[config.mk]
export PLATFORM = sky130hd
export DESIGN_NAME = regfile_dump_sequencer
export DESIGN_NICKNAME = d
export VERILOG_FILES = /design/src/rtl/regfile_dump_sequencer.sv
export SDC_FILE = /design/constraint.sdc
export NUM_CORES = 1
export LEC_CHECK = 0
export CAP_MARGIN = 20
export CORE_MARGIN = 1.5
export CORE_UTILIZATION = 40
export CTS_CLUSTER_SIZE = 25
export DETAILED_ROUTE_END_ITERATION = 16
export GPL_TIMING_DRIVEN = 0
export PLACE_DENSITY = 0.74
export SYNTH_ARGS = -nofsm -noshare
export SYNTH_HDL_FRONTEND = slang
export SYNTH_SLANG_ARGS = --single-unit
[constraint.sdc]
create_clock -name Clock -period 5.09 [get_ports Clock]
set_input_delay 0.509 -clock Clock [delete_from_list [all_inputs] [get_ports Clock]]
set_output_delay 0.509 -clock Clock [all_outputs]
set_load 0.01 [all_outputs]
[src/rtl/regfile_dump_sequencer.sv]
// regfile_dump_sequencer
//   Streams the contents of registers 0..NUM_REGS-1 out of a register-file read port as
//   a sequence of bytes over a valid/ready transmitter interface. Each register is read
//   once into a holding word (LOAD) and then sent as four bytes (SEND). The byte order is
//   selected by MSB_FIRST. A one-cycle Done pulse marks the end of a complete dump.
//
// Parameters
//   NUM_REGS   number of registers dumped, starting at index 0 (1..32)
//   MSB_FIRST  1: byte [31:24] first, 0: byte [7:0] first
//
// Ports
//   Clock         in   system clock, rising edge
//   ResetN        in   asynchronous active-low reset
//   Start         in   begin a dump (only sampled while idle)
//   Abort         in   synchronous cancel of a dump in progress
//   ReadRegister  out  register-file read address (read port 1)
//   ReadData      in   combinational read data for ReadRegister
//   TxData        out  byte offered to the transmitter
//   TxValid       out  TxData valid
//   TxReady       in   transmitter accepts the offered byte
//   Busy          out  dump in progress
//   Done          out  one-cycle pulse when a dump completes
module regfile_dump_sequencer #(
  parameter int unsigned NUM_REGS  = 32,
  parameter bit          MSB_FIRST = 1'b1
) (
  input  logic        Clock,
  input  logic        ResetN,
  input  logic        Start,
  input  logic        Abort,
  output logic [4:0]  ReadRegister,
  input  logic [31:0] ReadData,
  output logic [7:0]  TxData,
  output logic        TxValid,
  input  logic        TxReady,
  output logic        Busy,
  output logic        Done
);

  localparam logic [1:0] StIdle = 2'd0;
  localparam logic [1:0] StLoad = 2'd1;
  localparam logic [1:0] StSend = 2'd2;
  localparam logic [1:0] StDone = 2'd3;

  localparam logic [4:0] LastReg = 5'(NUM_REGS - 1);

  logic [1:0]  state_q, state_d;
  logic [4:0]  reg_idx_q, reg_idx_d;
  logic [1:0]  byte_idx_q, byte_idx_d;
  logic [31:0] word_q, word_d;
  logic [1:0]  byte_sel;
  logic [7:0]  byte_mux;

  always_comb begin
    state_d    = state_q;
    reg_idx_d  = reg_idx_q;
    byte_idx_d = byte_idx_q;
    word_d     = word_q;
    case (state_q)
      StIdle: begin
        if (Start && !Abort) begin
          state_d   = StLoad;
          reg_idx_d = '0;
        end
      end
      StLoad: begin
        if (Abort) begin
          state_d = StIdle;
        end else begin
          word_d     = ReadData;
          byte_idx_d = '0;
          state_d    = StSend;
        end
      end
      StSend: begin
        // Abort wins over a simultaneous handshake: the offered byte is dropped.
        if (Abort) begin
          state_d = StIdle;
        end else if (TxReady) begin
          if (byte_idx_q != 2'd3) begin
            byte_idx_d = byte_idx_q + 2'd1;
          end else if (reg_idx_q != LastReg) begin
            reg_idx_d = reg_idx_q + 5'd1;
            state_d   = StLoad;
          end else begin
            state_d = StDone;
          end
        end
      end
      StDone: begin
        // Abort is deliberately ignored here so the Done pulse is never lost.
        state_d = StIdle;
      end
      default: begin
        state_d = StIdle;
      end
    endcase
  end

  always_ff @(posedge Clock or negedge ResetN) begin
    if (!ResetN) begin
      state_q    <= StIdle;
      reg_idx_q  <= '0;
      byte_idx_q <= '0;
      word_q     <= '0;
    end else begin
      state_q    <= state_d;
      reg_idx_q  <= reg_idx_d;
      byte_idx_q <= byte_idx_d;
      word_q     <= word_d;
    end
  end

  // Map transmit order onto the physical byte lane of the held word.
  always_comb begin
    byte_sel = MSB_FIRST ? (2'd3 - byte_idx_q) : byte_idx_q;
    case (byte_sel)
      2'd0:    byte_mux = word_q[7:0];
      2'd1:    byte_mux = word_q[15:8];
      2'd2:    byte_mux = word_q[23:16];
      default: byte_mux = word_q[31:24];
    endcase
  end

  always_comb begin
    ReadRegister = reg_idx_q;
    TxValid      = (state_q == StSend);
    TxData       = TxValid ? byte_mux : 8'h00;
    Busy         = (state_q != StIdle);
    Done         = (state_q == StDone);
  end

endmodule

==> results.sh, run 1 <==
export IMPL_post_route_min_period_ns=3.11
export IMPL_syn_avg_cell_area_um2=12.4
export IMPL_crit_buf_inv=4
export IMPL_yosysSeqAreaShare_pct=50.3
export IMPL_synth_area_leaders="dfrtp_1, mux2_2, a222oi_1"
export IMPL_clock_skew_ns=0.0125
export IMPL_synth_edf_count=0
export IMPL_worst_pin_slew_ns=0.528
export IMPL_clk_insertion_delay_late_ns=0.29
export IMPL_path_common_cell="clkbuf_1"
export IMPL_dr_pass1_iters=4
export IMPL_clock_sinks=41
export IMPL_wl_met2_mm=2.27
export IMPL_critPathCaptureType="primary output"
export IMPL_fin_tns_setup_ns=0
export IMPL_core_area_um2=4820
export IMPL_syn_area_um2=2040
export IMPL_synthArstFlopShare_pct=100
export IMPL_setup_ws_ns=1.98
export IMPL_viasPerCell=5.12
export IMPL_grt_pass1_vias=1562
export IMPL_hpwlAfterDp_mm=3.26
export IMPL_yosysMostFrequentCell="dfrtp_1"
export IMPL_vias=1501
export IMPL_status="finished clean"
export IMPL_layout_nets=268
export IMPL_cts_resized_gates=0
export IMPL_cts_path_max_buffers=2
export IMPL_met3_length_um=122
export IMPL_power_leakage_nw=1.12
export IMPL_die_area_um2=5530
export IMPL_initial_core_util_pct=42.3
export IMPL_cap_violations=0
export IMPL_power_density_nw_per_um2=412
export IMPL_die_width_um=74.4
export IMPL_grt_max_degree=27
export IMPL_crit_path_start_kind="register"
export IMPL_syn_inst=165
export IMPL_reg2reg_depth=6
export IMPL_gp_congestion=0.741
export IMPL_final_max_slew_viol_count=0
export IMPL_relSlewSlack_pct=64.8
export IMPL_peakVddDrop_mv=0.247
export IMPL_post_route_period_util_pct=61.1
export IMPL_detail_route_antenna_nets=0
export IMPL_ctsHoldBuffers=0
export IMPL_syn_nets=208
export IMPL_setup_violations=0
export IMPL_yosysTopAreaCell="dfrtp_1"
export IMPL_grt_pass1_wl_mm=7.38
export IMPL_synth_cell_types=34
export IMPL_cp_top_family="buffers and inverters"
export IMPL_slowest_delay_ns=0.55
export IMPL_p_total_mw=1.14
export IMPL_finalHoldViolCount=0
export IMPL_io_buffers=52
export IMPL_place_ws_ns=2.34
export IMPL_drt_total_wl_mm=4.44
export IMPL_cts_buffers=5
export IMPL_synthFlopType="dfrtp_1"
export IMPL_remaining_drc_errors=0
export IMPL_num_antenna_cells=0
export IMPL_hp_class="input pin to asynchronous set/reset pin"
export IMPL_place_area_um2=2660
export IMPL_cts_tree="done"
export IMPL_synth_seq_cells=41
export IMPL_post_drt_wl_per_cell_um=15.1
export IMPL_clock_root_buffer="clkbuf_8"
export IMPL_synth_warnings=0
export IMPL_io_pins=53
export IMPL_fp_row_count=25
export IMPL_crit_chain="inv_1 -> ha_1 -> clkbuf_1 -> clkbuf_1 -> nand2_1 -> o21a_1 -> nor2_1 -> clkdlybuf4s50_1"
export IMPL_yosysTopAreaCellShare_pct=50.3
export IMPL_critPathSlowestCell="clkdlybuf4s50_1"
export IMPL_syn_to_final_growth_pct=36.0
export IMPL_top_layer_used="met4"
export IMPL_rsz0062_at_grt="false"
export IMPL_stdcell_area_um2=2770
export IMPL_cp_data_required_time_ns=4.58
export IMPL_cp_max_fo=10
export IMPL_fmax_mhz=321
export IMPL_arrival_ns=2.60
export IMPL_clk_pin_slew_ns=0.09
export IMPL_crit_type="register to primary output"
export IMPL_synth_common_cells="dfrtp_1, mux2_2, nand2_1, nor2_1"
export IMPL_drt_iter0_markers=94
export IMPL_path_depth=8
export IMPL_postCtsSetupBuffers=0
export IMPL_grt_antenna_before_repair=0
export IMPL_grtUsageTotal_pct=17.7
export IMPL_h_tree_depth=2
export IMPL_grt_ovfl_total=0
export IMPL_met1_length_mm=1.98
export IMPL_die_h_um=74.4
export IMPL_drive_gt1_share_pct=23.5
-- registers in the layout (all words and copies together), names as in the netlist --
register,count
ReadRegister,5
state_q,2
byte_idx_q,2
word_q,32
-- final cells by class --
cell class	instances	area (µm²)
multi-input cells	107	918
flip-flops and latches	41	1030
well taps	67	83.8
repair buffers	53	536
clock buffers	5	68.8
plain buffers	10	67.6
clock inverters	3	46.3
fillers	438	2040
inverters	7	26.3
-- stage by stage --
| stage | hold WS, ns | instances | utilization (%) |
|---|---|---|---|
| final | 0.125 | 293 | 57.6 |
| after global routing | 0.147 | 293 | 57.6 |
| after CTS | 0.133 | 293 | 57.6 |
| after detailed placement | 0.449 | 285 | 55.2 |
| after global placement | 0.488 | 284 | 54.9 |
| after floorplan | 0.213 | 165 | - |
-- metal layers --
| metal | vias up | track usage, % |
|---|---|---|
| li1 | 723 | - |
| met1 | 742 | 22.3 |
| met2 | 30 | 30.8 |
| met3 | 6 | 3.66 |
| met4 | 0 | 5.05 |
| met5 | - | 0 |
-- worst register-to-register path, stage by stage, from the launching register on --
cell and delay [ns]:
dfrtp_1 0.44, ha_1 0.23, and3_1 0.18, ha_1 0.24
or2b_1 0.27, a221oi_4 0.37, mux2i_1 0.22
-- worst paths after layout --
kind                                             start  slack [ns]                          end
max reg2reg                ReadRegister[0]$_DFFE_PN0P_        3.07  ReadRegister[1]$_DFFE_PN0P_
max in group asynchronous                       ResetN        4.51    byte_idx_q[0]$_DFFE_PN0P_
min in group Clock              word_q[25]$_DFFE_PN0P_        0.51       word_q[25]$_DFFE_PN0P_
min reg2reg                     word_q[25]$_DFFE_PN0P_        0.51       word_q[25]$_DFFE_PN0P_
max                          byte_idx_q[1]$_DFFE_PN0P_        1.98                    TxData[5]
min                                             ResetN        0.13        word_q[3]$_DFFE_PN0P_
-- power breakdown --
group | internal, mW | leakage [nW] | switching [mW]
Clock | 0.147 | 0.0543 | 0.119
Sequential | 0.433 | 0.500 | 0.0637
Combinational | 0.215 | 0.566 | 0.166
-- cells by family after synthesis --
kind of cell	count (synthesis)	share of synthesized area, %
flip-flops	41	50.3
AND/OR/NAND/NOR	38	10.3
multiplexers	35	19.2
AO/OA/AOI/OAI	28	11.8
buffers and inverters	17	4.60
adder cells (fa/ha/maj)	6	3.68
-- cell usage in the layout (no fill, tap or decap), types with 2 or more instances in the layout --
cell type and instances:
dfrtp_1 41, clkbuf_1 4, buf_6 3, nand2b_1 3, buf_4 2, ha_1 6
inv_1 7, or2_2 2, a21boi_0 2, nand2_1 11, a21oi_1 2, o21a_1 8
mux2_2 33, mux2i_1 2, clkbuf_8 5, nor4_1 2, a2bb2oi_1 3, clkdlybuf4s50_1 51
nor2_1 10, a222oi_1 8
No activity file was read; power rests on OpenSTA's default activity.
==> run 2, diff against run 1 <==
==> constraint.sdc (replaced) <==
create_clock -name Clock -period 3.15 [get_ports Clock]
set_input_delay 0.315 -clock Clock [delete_from_list [all_inputs] [get_ports Clock]]
set_output_delay 0.315 -clock Clock [all_outputs]
set_load 0.01 [all_outputs]
==> run 2 against run 1 <==
Worst setup slack got worse by 1.7 ns. Total power increased by 62%. Routed wire length increased by 0.77%. Register-to-register slack got worse by 1.9 ns. Cell area increased by 0.36%. Cell count increased by 0.34%. Global-route usage increased by 0.086 points. Hold slack improved by 0.35 ns.
==> results.sh, run 2 (synthesized netlist as in run 1, its figures left out) <==
export IMPL_status="finished clean"
export IMPL_setup_violations=0
export IMPL_mostFrequentLayoutCell="clkdlybuf4s50_1"
export IMPL_cp_data_required_time_ns=2.83
export IMPL_die_area_um2=5530
export IMPL_cts_path_max_buffers=2
export IMPL_core_area_um2=4820
export IMPL_drive_gt1_share_pct=23.3
export IMPL_power_density_nw_per_um2=663
export IMPL_drt_total_wl_mm=4.47
export IMPL_post_route_period_util_pct=92.5
export IMPL_clk_pin_slew_ns=0.08
export IMPL_drt_iter0_markers=98
export IMPL_place_ws_ns=0.591
export IMPL_layout_nets=269
export IMPL_clock_skew_ns=0.0108
export IMPL_grt_max_degree=27
export IMPL_worst_pin_slew_ns=0.529
export IMPL_top_register="word_q"
export IMPL_power_leakage_nw=1.12
export IMPL_critPathCaptureType="primary output"
export IMPL_reg2reg_slack_ns=1.13
export IMPL_rsz0062_at_grt="false"
export IMPL_grt_pass1_wl_mm=7.42
export IMPL_cts_tree="done"
export IMPL_largest_reg_flops=32
export IMPL_setup_ws_ns=0.235
export IMPL_final_max_slew_viol_count=0
export IMPL_gp_congestion=0.741
export IMPL_h_tree_depth=2
export IMPL_grt_ovfl_total=0
export IMPL_stdcell_area_um2=2780
export IMPL_grtUsageTotal_pct=17.8
export IMPL_die_width_um=74.4
export IMPL_clock_sinks=41
export IMPL_num_antenna_cells=0
export IMPL_remaining_drc_errors=0
export IMPL_finalHoldViolCount=0
export IMPL_cap_violations=0
export IMPL_crit_path_start_kind="register"
export IMPL_hpwlAfterDp_mm=3.26
export IMPL_fin_tns_setup_ns=0
export IMPL_relSlewSlack_pct=64.7
export IMPL_fmax_mhz=343
export IMPL_grt_pass1_vias=1570
export IMPL_grt_antenna_before_repair=0
export IMPL_detail_route_antenna_nets=0
export IMPL_post_drt_wl_per_cell_um=15.2
export IMPL_io_buffers=52
export IMPL_cp_max_fo=10
export IMPL_syn_to_final_growth_pct=36.5
export IMPL_clock_root_buffer="clkbuf_8"
export IMPL_place_area_um2=2660
export IMPL_fp_row_count=25
export IMPL_mostFrequentLayoutCells="clkdlybuf4s50_1, dfrtp_1, mux2_2, nand2_1, nor2_1"
export IMPL_die_h_um=74.4
export IMPL_arrival_ns=2.60
export IMPL_timing_hold_ws_ns=0.471
export IMPL_vias=1519
export IMPL_crit_type="register to primary output"
export IMPL_io_pins=53
export IMPL_cts_resized_gates=0
export IMPL_cts_buffers=5
export IMPL_viasPerCell=5.17
export IMPL_initial_core_util_pct=42.3
export IMPL_peakVddDrop_mv=0.399
export IMPL_dr_pass1_iters=4
export IMPL_post_route_min_period_ns=2.91
export IMPL_clk_insertion_delay_late_ns=0.29
export IMPL_hp_class="input pin to asynchronous set/reset pin"
-- run 2: metrics by stage --
stage / power, mW / utilization [%] / instances
3_3_place_gp: 1.40 / 54.9 / 284
5_1_grt: 1.96 / 57.8 / 294
6_report: 1.85 / 57.8 / 294
4_1_cts: 1.86 / 57.8 / 294
2_1_floorplan: 1.21 / - / 165
3_5_place_dp: 1.43 / 55.2 / 285
-- run 2: final cells by class --
cell class / instances / area [µm²]
fill: 437 / 2030
buffer: 10 / 67.6
multi-input combinational: 107 / 918
clock inverter: 3 / 46.3
clock buffer: 5 / 68.8
tap: 67 / 83.8
inverter: 7 / 26.3
timing repair buffer: 54 / 546
sequential: 41 / 1030
-- run 2: report_power, final --
part	leakage, nW	total [mW]	internal, mW	switching [mW]
Combinational	0.570	0.615	0.348	0.267
Clock	0.0543	0.427	0.237	0.190
Sequential	0.500	0.803	0.700	0.103
-- run 2: layer usage --
layer | global-route usage, % | vias up | wire length [µm]
met3 | 3.66 | 6 | 147
met5 | 0 | - | 0
met2 | 30.8 | 36 | 2290
met4 | 5.05 | 0 | 70
met1 | 22.5 | 753 | 1970
li1 | - | 724 | -
-- run 2: path summary, 6_finish.rpt --
kind                                             startpoint                          end  cells past startpoint
worst min-delay path                                 ResetN        word_q[3]$_DFFE_PN0P_                      2
worst max register to register  ReadRegister[0]$_DFFE_PN0P_  ReadRegister[1]$_DFFE_PN0P_                      6
max in group asynchronous                            ResetN    byte_idx_q[0]$_DFFE_PN0P_                      3
worst max-delay path              byte_idx_q[1]$_DFFE_PN0P_                    TxData[5]                      8
worst min register to register       word_q[25]$_DFFE_PN0P_       word_q[25]$_DFFE_PN0P_                      1
min in group Clock                   word_q[25]$_DFFE_PN0P_       word_q[25]$_DFFE_PN0P_                      1
-- run 2: critical path, cell delays in order, from the launching register on --
cell and delay (ns):
dfrtp_1 0.41, inv_1 0.13, ha_1 0.16, clkbuf_1 0.28
clkbuf_1 0.43, nand2_1 0.12, o21a_1 0.13, nor2_1 0.09
clkdlybuf4s50_1 0.55
-- run 2: timing repair --
action	CTS	global route
hold endpoints to repair	15	0
hold buffers	1	0
setup buffers	0	0
